### config.mk
export PLATFORM = sky130hd
export DESIGN_NAME = alu
export DESIGN_NICKNAME = d
export VERILOG_FILES = /design/src/rtl/cpu_pkg.sv /design/src/rtl/div_iter.sv /design/src/rtl/alu.sv
export SDC_FILE = /design/constraint.sdc
export NUM_CORES = 2
export LEC_CHECK = 0
export CAP_MARGIN = 20
export CORE_MARGIN = 4
export CORE_UTILIZATION = 53
export DETAILED_ROUTE_END_ITERATION = 8
export DONT_BUFFER_PORTS = 1
export PLACE_DENSITY = 0.68
export SLEW_MARGIN = 40
export SYNTH_ARGS = -nofsm -noshare
export SYNTH_HDL_FRONTEND = slang
export SYNTH_HIERARCHICAL = 1
export SYNTH_SLANG_ARGS = --single-unit
export TNS_END_PERCENT = 30
### constraint.sdc
create_clock -name clk -period 4.4 [get_ports clk]
set_clock_uncertainty 0.15 [all_clocks]
set_input_delay 0.44 -clock clk [delete_from_list [all_inputs] [get_ports clk]]
set_output_delay 0.44 -clock clk [all_outputs]
set_load 0.01 [all_outputs]
### src/rtl/cpu_pkg.sv
// Shared CPU definitions: ALU opcodes, operand-2 source encodings and ALU FSM states.
package cpu_pkg;

    localparam logic [7:0] OP_ADD  = 8'd0;
    localparam logic [7:0] OP_ADDI = 8'd1;
    localparam logic [7:0] OP_SUB  = 8'd2;
    localparam logic [7:0] OP_MUL  = 8'd3;
    localparam logic [7:0] OP_DIV  = 8'd4;
    localparam logic [7:0] OP_SLL  = 8'd5;
    localparam logic [7:0] OP_SRL  = 8'd6;
    localparam logic [7:0] OP_AND  = 8'd7;
    localparam logic [7:0] OP_OR   = 8'd8;
    localparam logic [7:0] OP_NOT  = 8'd9;
    localparam logic [7:0] OP_XOR  = 8'd10;
    localparam logic [7:0] OP_LUI  = 8'd11;

    localparam logic [1:0] OP2_RS2   = 2'b00;
    localparam logic [1:0] OP2_IMM_U = 2'b01;
    localparam logic [1:0] OP2_IMM_I = 2'b10;
    localparam logic [1:0] OP2_ZERO  = 2'b11;

    typedef logic [1:0] alu_state_t;
    localparam alu_state_t ST_IDLE    = 2'd0;
    localparam alu_state_t ST_DIV_RUN = 2'd1;
    localparam alu_state_t ST_DIV_FIX = 2'd2;

endpackage

### src/rtl/div_iter.sv
// Unsigned restoring divider, one quotient bit per clock; valid pulses with the final bit.
module div_iter #(
    parameter int XLEN  = 32,
    parameter int ITERS = 32
) (
    input  logic            clk,
    input  logic            rst,
    input  logic            start,
    input  logic [XLEN-1:0] dividend,
    input  logic [XLEN-1:0] divisor,
    output logic [XLEN-1:0] quotient,
    output logic            valid
);
    localparam int LW = $clog2(ITERS + 1);

    logic [XLEN-1:0] rem;
    logic [XLEN-1:0] dvs;
    logic [LW-1:0]   left;
    logic [XLEN:0]   rem_sh;
    logic            fits;

    // Partial remainder shifted left with the next dividend bit pulled from the quotient register.
    assign rem_sh = {rem, quotient[XLEN-1]};
    assign fits   = rem_sh >= {1'b0, dvs};

    always_ff @(posedge clk or posedge rst) begin
        if (rst) begin
            rem      <= '0;
            dvs      <= '0;
            quotient <= '0;
            left     <= '0;
            valid    <= 1'b0;
        end else begin
            valid <= 1'b0;
            if (start) begin
                rem      <= '0;
                dvs      <= divisor;
                quotient <= dividend;
                left     <= LW'(ITERS);
            end else if (left != '0) begin
                rem      <= fits ? XLEN'(rem_sh - {1'b0, dvs}) : rem_sh[XLEN-1:0];
                quotient <= {quotient[XLEN-2:0], fits};
                left     <= left - 1'b1;
                valid    <= (left == LW'(1));
            end
        end
    end

endmodule

### src/rtl/alu.sv
// CPU execution unit: single-cycle arithmetic/logic ops plus an iterative signed divide.
// state   | meaning
// IDLE    | waiting for alu_en; single-cycle ops complete here
// DIV_RUN | divider iterating on operand magnitudes
// DIV_FIX | apply quotient sign / special cases, write result, pulse done
module alu
    import cpu_pkg::*;
#(
    parameter int XLEN      = 32,
    parameter int DIV_ITERS = 32
) (
    input  logic            clk,
    input  logic            rst,
    input  logic            alu_en,
    input  logic [7:0]      alu_op,
    input  logic [1:0]      op2_dir,
    input  logic [XLEN-1:0] rs1_data,
    input  logic [XLEN-1:0] rs2_data,
    input  logic [31:0]     instr,
    output logic [XLEN-1:0] result,
    output logic            busy,
    output logic            done
);
    localparam int SHW = $clog2(XLEN);
    localparam int CW  = $clog2(DIV_ITERS);

    alu_state_t      state;
    logic [CW-1:0]   cnt;
    logic [XLEN-1:0] op1;
    logic [XLEN-1:0] op2;
    logic [XLEN-1:0] comb_res;
    logic [XLEN-1:0] op1_mag;
    logic [XLEN-1:0] op2_mag;
    logic [XLEN-1:0] div_q;
    logic            div_valid;
    logic            div_start;
    logic            neg_q;
    logic            dvs_zero;
    logic            unused_ok;

    assign op1       = rs1_data;
    assign unused_ok = &{1'b0, instr[11:0]};

    always_comb begin
        case (op2_dir)
            OP2_RS2:   op2 = rs2_data;
            OP2_IMM_I: op2 = XLEN'($signed(instr[31:20]));
            OP2_IMM_U: op2 = XLEN'({instr[31:12], 12'b0});
            default:   op2 = '0;
        endcase
    end

    always_comb begin
        case (alu_op)
            OP_ADD, OP_ADDI: comb_res = op1 + op2;
            OP_SUB:          comb_res = op1 - op2;
            OP_MUL:          comb_res = op1 * op2;
            OP_SLL:          comb_res = op1 << op2[SHW-1:0];
            OP_SRL:          comb_res = op1 >> op2[SHW-1:0];
            OP_AND:          comb_res = op1 & op2;
            OP_OR:           comb_res = op1 | op2;
            OP_XOR:          comb_res = op1 ^ op2;
            OP_NOT:          comb_res = ~op1;
            OP_LUI:          comb_res = op2;
            default:         comb_res = '0;
        endcase
    end

    assign op1_mag   = op1[XLEN-1] ? -op1 : op1;
    assign op2_mag   = op2[XLEN-1] ? -op2 : op2;
    assign div_start = (state == ST_IDLE) && alu_en && (alu_op == OP_DIV);
    assign busy      = (state != ST_IDLE);

    div_iter #(.XLEN(XLEN), .ITERS(DIV_ITERS)) u_div (
        .clk      (clk),
        .rst      (rst),
        .start    (div_start),
        .dividend (op1_mag),
        .divisor  (op2_mag),
        .quotient (div_q),
        .valid    (div_valid)
    );

    always_ff @(posedge clk or posedge rst) begin
        if (rst) begin
            state    <= ST_IDLE;
            cnt      <= '0;
            result   <= '0;
            done     <= 1'b0;
            neg_q    <= 1'b0;
            dvs_zero <= 1'b0;
        end else begin
            done <= 1'b0;
            case (state)
                ST_IDLE: begin
                    if (div_start) begin
                        neg_q    <= op1[XLEN-1] ^ op2[XLEN-1];
                        dvs_zero <= (op2 == '0);
                        cnt      <= '0;
                        state    <= ST_DIV_RUN;
                    end else if (alu_en) begin
                        result <= comb_res;
                        done   <= 1'b1;
                    end
                end
                ST_DIV_RUN: begin
                    if (cnt == CW'(DIV_ITERS - 1)) begin
                        cnt   <= '0;
                        state <= ST_DIV_FIX;
                    end else begin
                        cnt <= cnt + 1'b1;
                    end
                end
                ST_DIV_FIX: begin
                    // Most-negative / -1 needs no special path: its negated magnitude wraps back to itself.
                    if (dvs_zero)       result <= '1;
                    else if (div_valid) result <= neg_q ? -div_q : div_q;
                    done  <= 1'b1;
                    state <= ST_IDLE;
                end
                default: state <= ST_IDLE;
            endcase
        end
    end

endmodule

* Word-level counts from Yosys, hierarchy flattened
Cells that the tools add are included.
** Operators by class
- Add/sub/neg operators :: 8
- Multipliers :: 1
- Magnitude comparators :: 1
- Equal/unequal tests :: 22
- Shifts and indexed selects :: 2
- Mux-type cells :: 28
- Bitwise logic cells :: 5
- Reductions and logical operators :: 16
** Operator list (count)
- $mux W32 :: 12
- $pmux W32 S10 :: 1
- $neg A32 Y32 :: 3
- $pmux W32 S3 :: 1
- $pmux W32 S2 :: 1
- $sub A32 B32 Y32 :: 2
- $ge A33 B32 Y1 :: 1
- $add A32 B32 Y32 :: 1
- $and A32 B32 Y32 :: 1
- $eq A8 B3 Y1 const B :: 4
- $eq A8 B4 Y1 const B :: 4
- $logic_not A32 Y1 :: 1
- $mul A32 B32 Y32 :: 1
- $not A32 Y32 :: 1
- $or A32 B32 Y32 :: 1
- $shl A32 B5 Y32 :: 1
- $shr A32 B5 Y32 :: 1
- $xor A32 B32 Y32 :: 1
- $eq A8 B2 Y1 const B :: 2
- $mux W6 :: 2
- $mux W5 :: 2
- $pmux W5 S2 :: 1
- $eq A8 B1 Y1 const B :: 1
- $logic_not A8 Y1 :: 1
- 20 further kinds :: 36
** Storage, ports and cells
- Bits in registers :: 145
- Output and inout bits :: 34

* Logic depth before layout (Yosys ltp)
- Word-level depth :: 7
- Gate-level depth with buffers :: 35
- Depth with buffers taken out :: 29

* Modules after synthesis
The synthesis kept the hierarchy.
** By module, submodules not included
- alu :: instances 1, cells each 3434, area an instance 27196.1 um^2, sequential area each 1051.0 um^2
- div_iter :: instances 1, cells each 724, area an instance 6485.0 um^2, sequential area each 2577.5 um^2

* Least setup slack after synthesis
OpenSTA, ideal clock, no wires.
- Path type :: input to register
- Start :: in op2_dir[1]
- End :: reg result[31]
- Setup time :: 0.129 ns
- Arrival time :: 8.692 ns
- Required time :: 4.121 ns
- Setup slack :: -4.571 ns
- Stages :: 33
- Path buffers :: 6
- Path through :: buf_2 > buf_2 > buf_1 > mux2i_1 > nor2_1 > inv_2 > clkbuf_1 > buf_1 > buf_1 > nor2_1 > fa_1 > inv_1 > fa_1 > fa_1 > fa_1 > inv_1 > fa_1 > inv_1 > fa_1 > inv_1 > fa_1 > fa_1 > ha_1 > a21o_1 > a21o_1 > a211oi_1 > nand3_1 > o41ai_1 > o21ai_1 > a21o_1 > a21oi_1 > xnor2_1 > o21ai_1
** Between the ends
- Longest elaborated chain between the ends :: 7
- Elaborated cells on any way between the ends :: 16
- Those cells by class :: add/sub (2); mul (1); eq/ne (2); shift (2); mux (5); bitwise (3); reduce/logical (1)
** RTL lines
- start, declared :: line alu.sv:16 : input logic [1:0] op2_dir,
- $eq A2 B1 Y1 (tied with other cells) :: line alu.sv:45 : case (op2_dir)
- $pmux W32 S3 * :: line alu.sv:45
- $mul A32 B32 Y32 (tied with other cells) :: line alu.sv:57 : OP_MUL: comb_res = op1 * op2;
- $pmux W32 S10 * :: line alu.sv:54 : case (alu_op)
- $mux W32 * :: line alu.sv:101 : end else if (alu_en) begin
- $mux W32 * :: line alu.sv:96 : if (div_start) begin
- $pmux W32 S2 * :: line alu.sv:94 : case (state)
- end signal, assigned :: line alu.sv:102 : result <= comb_res;
- end signal, assigned :: line alu.sv:117 : else if (div_valid) result <= neg_q ? -div_q : div_q;
- end, declared :: line alu.sv:20 : output logic [XLEN-1:0] result,
Every way passes the cells marked *; elsewhere a longest branch is shown, timed or not. The select of a mux whose other input is x is not followed.
A chain may end at the register's enable or synchronous reset.

* Worst setup path after layout
Same ends and word-level chain as after synthesis.

==> impl_metrics.csv <==
group,metric,value,unit
outcome,violations,"negative setup slack",
synth,ys_seq_area_share,10.77,%
setup_path,slowest_stage,"fa_1",
timing,relSlewSlack,29.65,%
pwr,seqPwrFrac,5.0,%
timing,max_freq,135.7,MHz
setup_path,rrSetupSlack,0.57,ns
clocking,cts_made_buffers,17,
clocking,clk_path_buf_depth,2,
setup_path,path_max_fanout,48,
synth,synth_top_family_by_area,"adder cells",
synth,synth-main-ff-cell,"dfrtp_1",
clocking,cts_tree,"done",
global_route,first_global_vias,34118,
synth,ys_types,94,
placed_design,post-dp-hpwl,116.8,mm
timing,hold_viol,0,
global_route,use_met2,69.47,%
layout,finalNonFillerCells,5389,
placed_design,detailedPlace.worstSlack,-3.630,ns
timing,rsz0062_at_grt,"yes",
route,vias,33861,
clocking,clock_latency,0.44,ns
route,wirelength,152.0,mm
pwr,p_int,20350,uW
global_route,grt_util_met1,56.59,%
global_route,busiest_layer,"met2",
timing,fin_crit_sh,167.4,%
setup_path,path_class,"input pin to flip-flop",
synth,synthMuxAreaShare,7.571,%
timing,tns,-64.85,ns
route,first_pass_iters,6,
synth,yosys_warnings,6,
layout,drive_above_1_share,21.03,%
synth,async_flop_share,100.0,%
layout,fillers,5515,
route,avgRoutedWirePerCell,28.20,um
placed_design,gp_congestion,1.040,
layout,nets,5309,
setup_path,startpoint_type,"input pin",
route,ant_nets,0,
setup_path,end_kind,"flip-flop",
global_route,grt_pass1_wl,222.8,mm
floorplan,start_util,53.49,%
setup_path,cp.depth,29,
floorplan,io_pins,143,
pwr,clkPwrFrac,3.5,%
synth,synth_nets,4938,
floorplan,chipWidth,260.1,um
synth,netlist_area,33680,um^2
clocking,htreeDepth,4,
timing,period_needed,7.368,ns
pwr,switching_share,50.96,%
setup_path,crit_family,"adder cells",
setup_path,cpPeakStageDelay,0.58,ns
floorplan,coreArea,62970,um^2
synth,synth_adder_area_share,34.07,%
clocking,cts_root_buf,"clkbuf_16",
synth,synth_compound_gate_area_share,15.32,%
setup_path,cpMostUsedCell,"fa_1",
pwr,p_switching,21150,uW
global_route,overflow,0,
pwr,p_per_area,1025,nW/um^2
timing,setup_viol_count_final,28,
synth,synthCells,4158,
global_route,track_usage,44.64,%
route,post-route-drc-count,0,
timing,worst_slew_pin_slew,1.049,ns
clocking,clock-sinks,145,
run,drv_cap,0,
floorplan,rows,92,
outcome,status,"complete, but fails checks",
floorplan,die_h,260.1,um
setup_path,critPathBufInv,7,
pwr,combPwrFrac,91.5,%
timing,finalWorstSetupSlack,-2.968,ns
synth,synth_xor_area_share,6.609,%
worst_hold_path,hold_path.class,"input pin to flip-flop",
synth,avgSynthCellArea,8.100,um^2
global_route,grt_max_degree,85,
route,drtIter0Drc,4144,
placed_design,dp.cells,5327,
placed_design,place.port_buffers,0,
worst_hold_path,hold_depth,3,
pwr,ir_drop,1.909,mV
route,routed_via_density,6.283,
synth,synth-seq-cells,145,
setup_path,ff2ff_path_depth,10,
layout,area_growth,20.18,%
synth,synth_edf_count,0,
setup_path,critPathRequiredTime,4.57,ns
global_route,antenna_found_initial,3,
global_route,grtUsageMet3,10.20,%
setup_path,arrival,7.54,ns
timing,drv_slew,0,
synth,synth-simple-area-share,16.53,%
floorplan,die_area,67650,um^2
pwr,p_leak,0.01907,uW
clocking,clk_pin_slew_worst_paths,0.07,ns
registers in the layout, summed over array words and instances (netlist names):
register / flops
result: 32
u_div/dvs: 32
u_div/quotient: 32
u_div/rem: 32
u_div/left: 6
cnt: 5
state: 2
done: 1
dvs_zero: 1
neg_q: 1
u_div/valid: 1
path summary, 6_finish.rpt:
kind | end | from
worst max register to register | result[23] | u_div/quotient[6]
max in group asynchronous | u_div/rem[9] | rst
min in group asynchronous | neg_q | rst
worst min-delay path | u_div/quotient[31] | rs1_data[30]
worst min register to register | u_div/dvs[0] | u_div/dvs[0]
worst max-delay path | result[31] | op2_dir[1]
worst reg2reg max path: stages, from the launching register on:
cell and delay (ns):
dfrtp_1 0.47, or4_4 0.57, or4_4 0.46, or3_4 0.41
or4_4 0.50, o41ai_4 0.24, xnor2_1 0.13, o21a_1 0.26
a2111oi_4 0.23, o221ai_2 0.16, o221a_2 0.15
power groups by stage:
stage          Clock, uW  Combinational (uW)  Sequential, uW
2_1_floorplan          0               19700            1980
3_3_place_gp           0               32800            2090
3_5_place_dp           0               33200            2100
4_1_cts             1450               36200            2080
5_1_grt             1500               40200            2140
6_report            1440               38000            2090
synthesized netlist by cell type, types with 7 or more instances:
master	count	share of area, %
nand4_1	33	0.61
o31ai_1	31	0.69
a31oi_1	36	0.67
nand2b_1	26	0.48
mux4_2	55	3.7
a21oi_1	148	2.2
o2111ai_1	9	0.23
nor3_1	58	0.86
xnor2_1	198	5.1
and3_1	25	0.46
a211oi_1	35	0.78
buf_1	40	0.45
a311oi_1	7	0.18
a221oi_1	30	0.78
ha_1	261	9.7
o221ai_1	16	0.42
mux2_2	8	0.27
inv_1	511	5.7
or4_1	10	0.22
nor4_1	14	0.26
a22oi_1	17	0.38
fa_1	410	24
o211ai_1	35	0.78
o21ai_0	201	3.0
xor2_1	51	1.3
o21a_1	18	0.40
nand3b_1	8	0.18
buf_2	14	0.21
nand3_1	60	0.89
a21o_1	31	0.69
inv_2	17	0.19
o21bai_1	14	0.31
mux2i_1	122	3.6
dfrtp_1	145	11
nor2_1	514	5.7
clkinv_1	11	0.12
or3_1	20	0.37
clkbuf_1	206	2.3
o41ai_1	7	0.18
nand2_1	502	5.6
a211o_1	8	0.21
o21ai_1	53	0.79
o22ai_1	32	0.59
nor2b_1	12	0.22
logic make-up after synthesis:
logic type | count (synthesis)
AO/OA/AOI/OAI | 792
XOR/XNOR | 251
adder cells (fa/ha/maj) | 671
buffers and inverters | 805
flip-flops | 145
multiplexers | 185
AND/OR/NAND/NOR | 1309
stage by stage:
step	hold WS [ns]	power, uW	area [um^2]	utilization (%)
finish	0.04130	41490	40480	64.29
CTS	0.02239	39760	40190	63.83
detailed placement	0.2568	35260	38670	61.42
floorplan	0.3256	21640	34190	-
global placement	0.3437	34920	38660	61.40
global route	0.04939	43790	40480	64.28
cell usage in the layout (no fill, tap or decap), types with 25 or more instances in the layout:
| master | netlist | layout |
|---|---|---|
| buf_4 | 1 | 574 |
| inv_1 | 511 | 498 |
| nand2_1 | 502 | 497 |
| nor2_1 | 514 | 470 |
| fa_1 | 410 | 389 |
| ha_1 | 261 | 235 |
| xnor2_1 | 198 | 192 |
| o21ai_0 | 201 | 183 |
| dfrtp_1 | 145 | 144 |
| a21oi_1 | 148 | 135 |
| mux2i_1 | 122 | 116 |
| nand3_1 | 60 | 58 |
| mux4_2 | 55 | 55 |
| nor3_1 | 58 | 54 |
| o21ai_1 | 53 | 50 |
| xor2_1 | 51 | 50 |
| a31oi_1 | 36 | 36 |
| o211ai_1 | 35 | 35 |
| nand4_1 | 33 | 33 |
| a211oi_1 | 35 | 33 |
| o22ai_1 | 32 | 32 |
| a21o_1 | 31 | 31 |
| o31ai_1 | 31 | 28 |
| nand2b_1 | 26 | 26 |
| nor2_2 | 1 | 25 |
routing by layer:
metal	routed length (um)	vias to the layer above
met5	0	-
met4	12550	0
met3	16270	612
met2	66410	2128
met1	56740	16519
li1	-	14602
timing repair:
| item | CTS | global route |
|---|---|---|
| pin swaps | 81 | 53 |
| hold buffers | 2 | 0 |
| endpoints found under the hold margin | 121 | 0 |
| setup buffers | 27 | 5 |
| endpoints found under the setup margin | 29 | 29 |
| resized for setup | 161 | 58 |
| gates cloned | 1 | 0 |
area by class of cell:
class / instances / area [um^2] / share of cell area (%)
clock inverters: 13 / 113.9 / 0.2813
flip-flops and latches: 145 / 3630 / 8.967
diodes: 1 / 2.502 / 0.006182
repair buffers: 618 / 5045 / 12.46
clock buffers: 19 / 452.9 / 1.119
inverters: 539 / 2057 / 5.082
well taps: 846 / 1059 / 2.615
multi-input cells: 3208 / 28120 / 69.47
No activity file was read; power rests on OpenSTA's default activity.
